--- src/rtl/punc_mem_arbiter.sv ---
// Single-port memory arbiter for PUnC: shares one synchronous memory between the CPU
// and debug ports with round-robin tie-break and read-latency tracking.
module punc_mem_arbiter #(
  parameter int unsigned AW     = 16,
  parameter int unsigned DW     = 16,
  parameter int unsigned RD_LAT = 1
) (
  input  logic          clk,
  input  logic          rst,
  input  logic          cpu_req,
  input  logic          cpu_we,
  input  logic [AW-1:0] cpu_addr,
  input  logic [DW-1:0] cpu_wdata,
  output logic          cpu_gnt,
  output logic          cpu_rvalid,
  output logic [DW-1:0] cpu_rdata,
  input  logic          dbg_req,
  input  logic          dbg_we,
  input  logic [AW-1:0] dbg_addr,
  input  logic [DW-1:0] dbg_wdata,
  output logic          dbg_gnt,
  output logic          dbg_rvalid,
  output logic [DW-1:0] dbg_rdata,
  output logic          mem_en,
  output logic          mem_we,
  output logic [AW-1:0] mem_addr,
  output logic [DW-1:0] mem_wdata,
  input  logic [DW-1:0] mem_rdata,
  output logic          busy
);

  localparam int unsigned CW = $clog2(RD_LAT + 1);

  typedef enum logic {StIdle, StRdWait} state_e;

  state_e        state_q;
  logic [CW-1:0] rd_cnt_q;
  logic          rd_owner_q;  // 1: debug port owns the outstanding read
  logic          last_gnt_q;  // 1: debug port won the most recent grant

  logic eligible;
  logic rd_done;

  // Outputs are forced low while reset is held so an aborted read never responds.
  always_comb begin
    rd_done  = !rst && (state_q == StRdWait) && (rd_cnt_q == CW'(1));
    eligible = !rst && ((state_q == StIdle) || rd_done);

    cpu_gnt = eligible && cpu_req && (!dbg_req || last_gnt_q);
    dbg_gnt = eligible && dbg_req && (!cpu_req || !last_gnt_q);

    mem_en    = cpu_gnt || dbg_gnt;
    mem_we    = 1'b0;
    mem_addr  = '0;
    mem_wdata = '0;
    if (cpu_gnt) begin
      mem_we    = cpu_we;
      mem_addr  = cpu_addr;
      mem_wdata = cpu_wdata;
    end else if (dbg_gnt) begin
      mem_we    = dbg_we;
      mem_addr  = dbg_addr;
      mem_wdata = dbg_wdata;
    end

    cpu_rvalid = rd_done && !rd_owner_q;
    dbg_rvalid = rd_done && rd_owner_q;
    cpu_rdata  = cpu_rvalid ? mem_rdata : '0;
    dbg_rdata  = dbg_rvalid ? mem_rdata : '0;
    busy       = !rst && (state_q == StRdWait);
  end

  always_ff @(posedge clk) begin
    if (rst) begin
      state_q    <= StIdle;
      rd_cnt_q   <= '0;
      rd_owner_q <= 1'b0;
      last_gnt_q <= 1'b1;
    end else begin
      if (mem_en) begin
        last_gnt_q <= dbg_gnt;
      end
      if (mem_en && !mem_we) begin
        state_q    <= StRdWait;
        rd_cnt_q   <= CW'(RD_LAT);
        rd_owner_q <= dbg_gnt;
      end else if (state_q == StRdWait) begin
        rd_cnt_q <= rd_cnt_q - CW'(1);
        if (rd_cnt_q == CW'(1)) begin
          state_q <= StIdle;
        end
      end
    end
  end

endmodule

--- config.mk ---
export PLATFORM = sky130hd
export DESIGN_NAME = punc_mem_arbiter
export DESIGN_NICKNAME = d
export VERILOG_FILES = /design/src/rtl/punc_mem_arbiter.sv
export SDC_FILE = /design/constraint.sdc
export NUM_CORES = 1
export LEC_CHECK = 0
export BUFFER_PORTS_ARGS = -buffer_cell sky130_fd_sc_hd__buf_2
export CAP_MARGIN = 20
export CORE_AREA = 2 2 61 63
export CTS_BUF_LIST = sky130_fd_sc_hd__clkbuf_8
export DETAILED_ROUTE_END_ITERATION = 8
export DIE_AREA = 0 0 63 65
export MAX_ROUTING_LAYER = met4
export PLACE_DENSITY = 0.76
export SKIP_LAST_GASP = 1
export SLEW_MARGIN = 25
export SYNTH_ARGS = -nofsm -noshare
export SYNTH_HDL_FRONTEND = slang
export SYNTH_SLANG_ARGS = --single-unit
--- constraint.sdc ---
create_clock -name clk -period 2.5 [get_ports clk]
set_clock_uncertainty 0.05 [all_clocks]
set_input_delay 0.5 -clock clk [delete_from_list [all_inputs] [get_ports clk]]
set_output_delay 0.5 -clock clk [all_outputs]
set_load 0.02 [all_outputs]
==> results of run 1 <==
## per-stage QoR
step	instances	setup slack [ns]
2_1_floorplan	101	0.0685
3_3_place_gp	297	0.144
3_5_place_dp	297	0.120
4_1_cts	300	0.0266
5_1_grt	300	0.0238
6_report	300	0.0963
## worst paths after layout
check / depth (start not counted) / slack (ns) / start / to
hold / removal: 2 / 0.42 / rd_owner_q$_SDFFE_PP0P_ / rd_owner_q$_SDFFE_PP0P_
setup / recovery: 6 / 0.1 / last_gnt_q$_SDFFE_PP1P_ / mem_addr[9]
hold reg to reg: 2 / 0.42 / rd_owner_q$_SDFFE_PP0P_ / rd_owner_q$_SDFFE_PP0P_
setup reg to reg: 3 / 1.07 / last_gnt_q$_SDFFE_PP1P_ / last_gnt_q$_SDFFE_PP1P_
## state kept, by name (all words and copies together) (netlist names)
name        flops
last_gnt_q      1
rd_cnt_q        1
rd_owner_q      1
state_q         1
## what timing repair did
action,CTS,global route
gates resized for setup,0,2
setup endpoints to repair,0,21
hold buffers,0,0
## per-layer routing
metal,share of wire [%],track usage [%]
met5,0,-
met3,13,3.65
met1,35,15.7
met2,52,30.2
met4,0.12,4.17
## power groups by stage
stage / logic (µW) / clock network [µW] / registers [µW]
floorplan: 193 / 0 / 81.6
global placement: 326 / 0 / 83.4
detailed placement: 330 / 0 / 84.8
CTS: 331 / 138 / 84.1
global route: 354 / 141 / 88.0
finish: 327 / 135 / 85.3
## cell families after synthesis
group / count (synthesis) / synth area share, %
compound gates: 39 / 44.4
xor+xnor: 1 / 1.07
buf+inv: 14 / 10.7
flops: 4 / 9.80
simple gates: 43 / 34.0
## cell usage in the layout (no fill, tap or decap)
| master | Yosys | layout |
|---|---|---|
| and3b_1 | 1 | 1 |
| o221ai_1 | 2 | 2 |
| and2b_1 | 1 | 1 |
| and3_1 | 1 | 1 |
| a22o_1 | 33 | 33 |
| nor4_1 | 1 | 1 |
| a2111o_1 | 1 | 1 |
| dfxtp_2 | 0 | 2 |
| dfxtp_1 | 4 | 2 |
| xnor2_1 | 1 | 1 |
| buf_2 | 4 | 156 |
| buf_4 | 2 | 1 |
| a211o_1 | 1 | 1 |
| clkbuf_8 | 0 | 3 |
| a2111oi_4 | 1 | 1 |
| and2_1 | 32 | 32 |
| inv_2 | 1 | 1 |
| inv_1 | 2 | 2 |
| or3_4 | 1 | 1 |
| o2bb2ai_1 | 1 | 1 |
| nand2b_1 | 4 | 4 |
| buf_12 | 0 | 2 |
| nor2b_1 | 2 | 2 |
## final cells by class
class | instances | area share [%]
multi-input combinational | 83 | 38.8
sequential | 4 | 4.94
clock buffer | 3 | 2.47
tap | 48 | 3.59
timing repair buffer | 159 | 49.5
inverter | 3 | 0.673
## tightest hold or removal path, delay by kind of cell (launching register included)
kind / cells / cell delay [ns]
simple gates: 1 / 0.07
flops: 1 / 0.30
compound gates: 1 / 0.05
==> impl_metrics.toml, run 1 <==
[pwr]
switching_share_pct = 40.0
power_density_nw_per_um2 = 328
pwr-share-clk_pct = 24.7
internal_power_uw = 329
seqPwrFrac_pct = 15.6
ir_drop_uv = 132
total_power_uw = 548
power_frac_comb_pct = 59.7
leakagePower_uw = 0.00108
p_sw_uw = 219

[timing]
min_period_ns = 2.40
rsz0062_at_grt = "false"
maxSlewViolCount = 0
finalSetupViolCount = 0
holdWs_ns = 0.421
fmax_ghz = 0.416
fin_crit_sh_pct = 96.1
max_slew_margin_pct = 70.9
tns_ns = 0
worstMarginPinSlew_ns = 0.437
hold_violations = 0

[critical_path]
path_buf_inv = 3
end_kind = "output pin"
critPathSlowestCell = "or3_4"
cp_max_fo = 29
cp-start-kind = "flip-flop"
arrival_ns = 1.85
crit_required_ns = 1.95
cpPeakStageDelay_ns = 0.40
cp_top_family = "simple AND/OR/NAND/NOR gates"
crit_chain = "and2b_1 > or3_4 > inv_2 > buf_12 > a22o_1 > buf_2"
criticalPathCategory = "reg2out"

[synthesis]
synth_edf_count = 0
async_flop_share_pct = 0
ys.flop_type = "dfxtp_1"
ys_warn_count = 0
synth_top_area_cell = "a22o_1"
synth_common_cells = "33 x a22o_1, 32 x and2_1, 4 x buf_2, 4 x dfxtp_1, 4 x nand2b_1"
synth_nets = 187
ys_seq_area_share_pct = 9.80
netlist_area_um2 = 817
synth_area_leaders = "a22o_1 35%, and2_1 25%, dfxtp_1 9.8%, buf_6 4.1%, a2111oi_4 3.4%"
yosysMostFrequentCell = "a22o_1"
syn_avg_cell_area_um2 = 8.09
synth_top_area_share_pct = 35.4
ys_types = 22
ys_ff_latch = 4
netlist_instances = 101

[global_route]
grt_max_degree = 35
grt_pass1_vias = 1209
antenna_found_initial = 0
grt_util_all_layers_pct = 15.6
grt_overflow = 0
grt_pass1_wl_um = 5130

[floorplanning]
boundaryPins = 157
initial_core_util_pct = 23.4
die_area_um2 = 4100
num_rows = 22
die_y_um = 65
die_w_um = 63
core_area_um2 = 3500

[place]
io_buffer_count = 156
place_congestion = 0.793
placed_area_um2 = 1630
dp_hpwl_um = 2890

[clock_network]
clock_path_buffers = 2
cts_tree = "yes"
clk_latency_ns = 0.22
cts_buffers = 3
cts_setup_buffers = 0
clockRootBuffer = "clkbuf_8"
cts_sinks = 4
clk_pin_slew_ns = 0.03
cts-htree-levels = 1

[final_layout]
final_core_util_pct = 47.9
layout-drive-gt1-share_pct = 66.3
regArea_um2 = 82.6
multi_input_area_um2 = 649
fillers = 371
areaGrowthSynthToFinish_pct = 105
num-nets-final = 340
design_area_um2 = 1670
num_antenna_cells = 0

[routing]
post-route-drc-count = 0
num_vias = 1373
routedWlPerCell_um = 11.1
routed_via_density = 4.58
ant_nets = 0
drt_iter0_drc = 20
wl_um = 3340
drt_first_pass_iters = 4

[run_status]
status = "complete, no violations"

[worst_hold_path]
hp-class = "reg2reg"

[job]
cap_violations = 0
No activity file was read; power rests on OpenSTA's default activity.
==> inputs of run 2 (changes only) <==
--- a/config.mk
+++ b/config.mk
@@ -6,5 +6,5 @@
 export NUM_CORES = 1
 export LEC_CHECK = 0
-export BUFFER_PORTS_ARGS = -buffer_cell sky130_fd_sc_hd__buf_2
+export BUFFER_PORTS_ARGS = -buffer_cell sky130_fd_sc_hd__clkbuf_2
 export CAP_MARGIN = 20
 export CORE_AREA = 2 2 61 63
@@ -14,4 +14,5 @@
 export MAX_ROUTING_LAYER = met4
 export PLACE_DENSITY = 0.76
+export RECOVER_POWER = 100
 export SKIP_LAST_GASP = 1
 export SLEW_MARGIN = 25
--- a/constraint.sdc
+++ b/constraint.sdc
@@ -3,3 +3,3 @@
 set_input_delay 0.5 -clock clk [delete_from_list [all_inputs] [get_ports clk]]
 set_output_delay 0.5 -clock clk [all_outputs]
-set_load 0.02 [all_outputs]
+set_load 0.05 [all_outputs]
==> impl_metrics.toml, run 2 (same netlist as run 1, synthesis figures left out) <==
[run_status]
status = "complete, no violations"

[routing]
wl_um = 3620
drt_iter0_drc = 15
num_vias = 1356
routed_via_density = 4.50
post-route-drc-count = 0
drt_first_pass_iters = 4
routedWlPerCell_um = 12.0
ant_nets = 0

[global_route]
busiest_layer = "met2"
grt_use_met3_pct = 5.90
grt_util_all_layers_pct = 17.4
grt_max_degree = 35
antenna_found_initial = 0
grt_pass1_vias = 1247
use_met2_pct = 31.6
grt_overflow = 0
grt_pass1_wl_um = 5640
met1_usage_pct = 18.1

[timing]
min_period_ns = 2.41
fmax_ghz = 0.415
fin_ws_ns = 0.0901
tns_ns = 0
rsz0062_at_grt = "false"
hold_violations = 0
worstMarginPinSlew_ns = 0.587
finalSetupViolCount = 0
maxSlewViolCount = 0
fin_crit_sh_pct = 96.4
max_slew_margin_pct = 61.0

[clock_network]
cts_sinks = 4
clk_pin_slew_ns = 0.03
cts_tree = "yes"
clk_latency_ns = 0.22
clock_path_buffers = 2
cts_buffers = 3
clockRootBuffer = "clkbuf_8"
cts-htree-levels = 1

[floorplanning]
initial_core_util_pct = 23.4
boundaryPins = 157
num_rows = 22
die_area_um2 = 4100
die_w_um = 63
die_y_um = 65
core_area_um2 = 3500

[worst_hold_path]
hp-class = "reg2reg"
min_from = "rd_owner_q$_SDFFE_PP0P_"

[critical_path]
arrival_ns = 1.86
criticalPathCategory = "reg2out"
cp-start-kind = "flip-flop"
cpPeakStageDelay_ns = 0.40
cp_top_family = "simple AND/OR/NAND/NOR gates"
crit_required_ns = 1.95
cp_max_fo = 34
critPathSlowestCell = "or3_4"
end_kind = "output pin"
path_buf_inv = 3
critPathLaunch = "last_gnt_q$_SDFFE_PP1P_"
rr_startpoint = "last_gnt_q$_SDFFE_PP1P_"
crit_chain = "and2b_1 > or3_4 > inv_2 > buf_12 > a22o_1 > buf_2"

[place]
io_buffer_count = 156
place_congestion = 0.853
dp_hpwl_um = 3120
pre_cts_ws_ns = 0.127

[job]
cap_violations = 0

[pwr]
leakagePower_uw = 0.00106
ir_drop_uv = 446
power_density_nw_per_um2 = 402

[final_layout]
num_antenna_cells = 0
final_core_util_pct = 50.5
fillers = 336
num-nets-final = 341
layout-drive-gt1-share_pct = 75.9
final_common_cell = "clkbuf_2"
areaGrowthSynthToFinish_pct = 116
final_cell_mix = "121 x clkbuf_2, 24 x a22o_1, 21 x clkbuf_4, 18 x and2_2, 12 x buf_2"
[run 2: cell count changes in the layout (fill, tap and decap cells not counted), sizes merged]
cell | before | now
clkbuf | 3 | 148
buf | 159 | 15
[run 2: what timing repair did]
item                                    4_1_cts  5_1_grt
gates resized for setup                       0       49
endpoints found under the setup margin        0       25
buffers inserted                              0        0
endpoints found under the hold margin         0        0
hold buffers                                  0        0
[run 2: area by class of cell]
class                      instances  area [µm²]  area share (%)
clock buffer                       3        41.3            2.34
inverter                           3        11.3           0.637
multi-input combinational         83         691            39.1
sequential                         4        81.3            4.60
tap                               48        60.1            3.40
timing repair buffer             160         882            49.9
[run 2: worst min-delay path: stages, from the launching register on]
cell and delay (ns):
dfxtp_1 0.31, nand2b_1 0.07, o2bb2ai_1 0.06
[run 2: layer usage]
| metal | vias up | part of all wire [%] | wire, µm |
|---|---|---|---|
| met5 | - | 0 | 0 |
| met4 | 0 | 2.8 | 100 |
| met3 | 8 | 12 | 428 |
| met2 | 102 | 50 | 1790 |
| met1 | 562 | 36 | 1290 |
| li1 | 684 | - | - |
[run 2: worst paths after layout]
kind	to	slack (ns)	depth (start not counted)
worst max-delay path	mem_addr[11]	0.09	6
worst min-delay path	rd_owner_q$_SDFFE_PP0P_	0.45	2
worst max register to register	last_gnt_q$_SDFFE_PP1P_	1.07	3
worst min register to register	rd_owner_q$_SDFFE_PP0P_	0.45	2
[run 2: power by group]
part / internal, µW / leakage [µW] / switching [µW] / total, µW
sequential: 73.7 / 0.0000328 / 9.98 / 83.7
clock: 103 / 0.0000216 / 35.1 / 138
combinational: 170 / 0.00101 / 319 / 489
total: 346 / 0.00106 / 364 / 711
[run 2: per-stage QoR]
stage | instance area [µm²] | total power, µW | hold slack [ns] | cells
after global routing | 1770 | 751 | 0.463 | 301
after floorplan | 863 | 420 | 0.397 | 101
after global placement | 1810 | 601 | 0.417 | 298
final | 1770 | 711 | 0.449 | 301
after detailed placement | 1810 | 605 | 0.448 | 298
after CTS | 1850 | 749 | 0.454 | 301
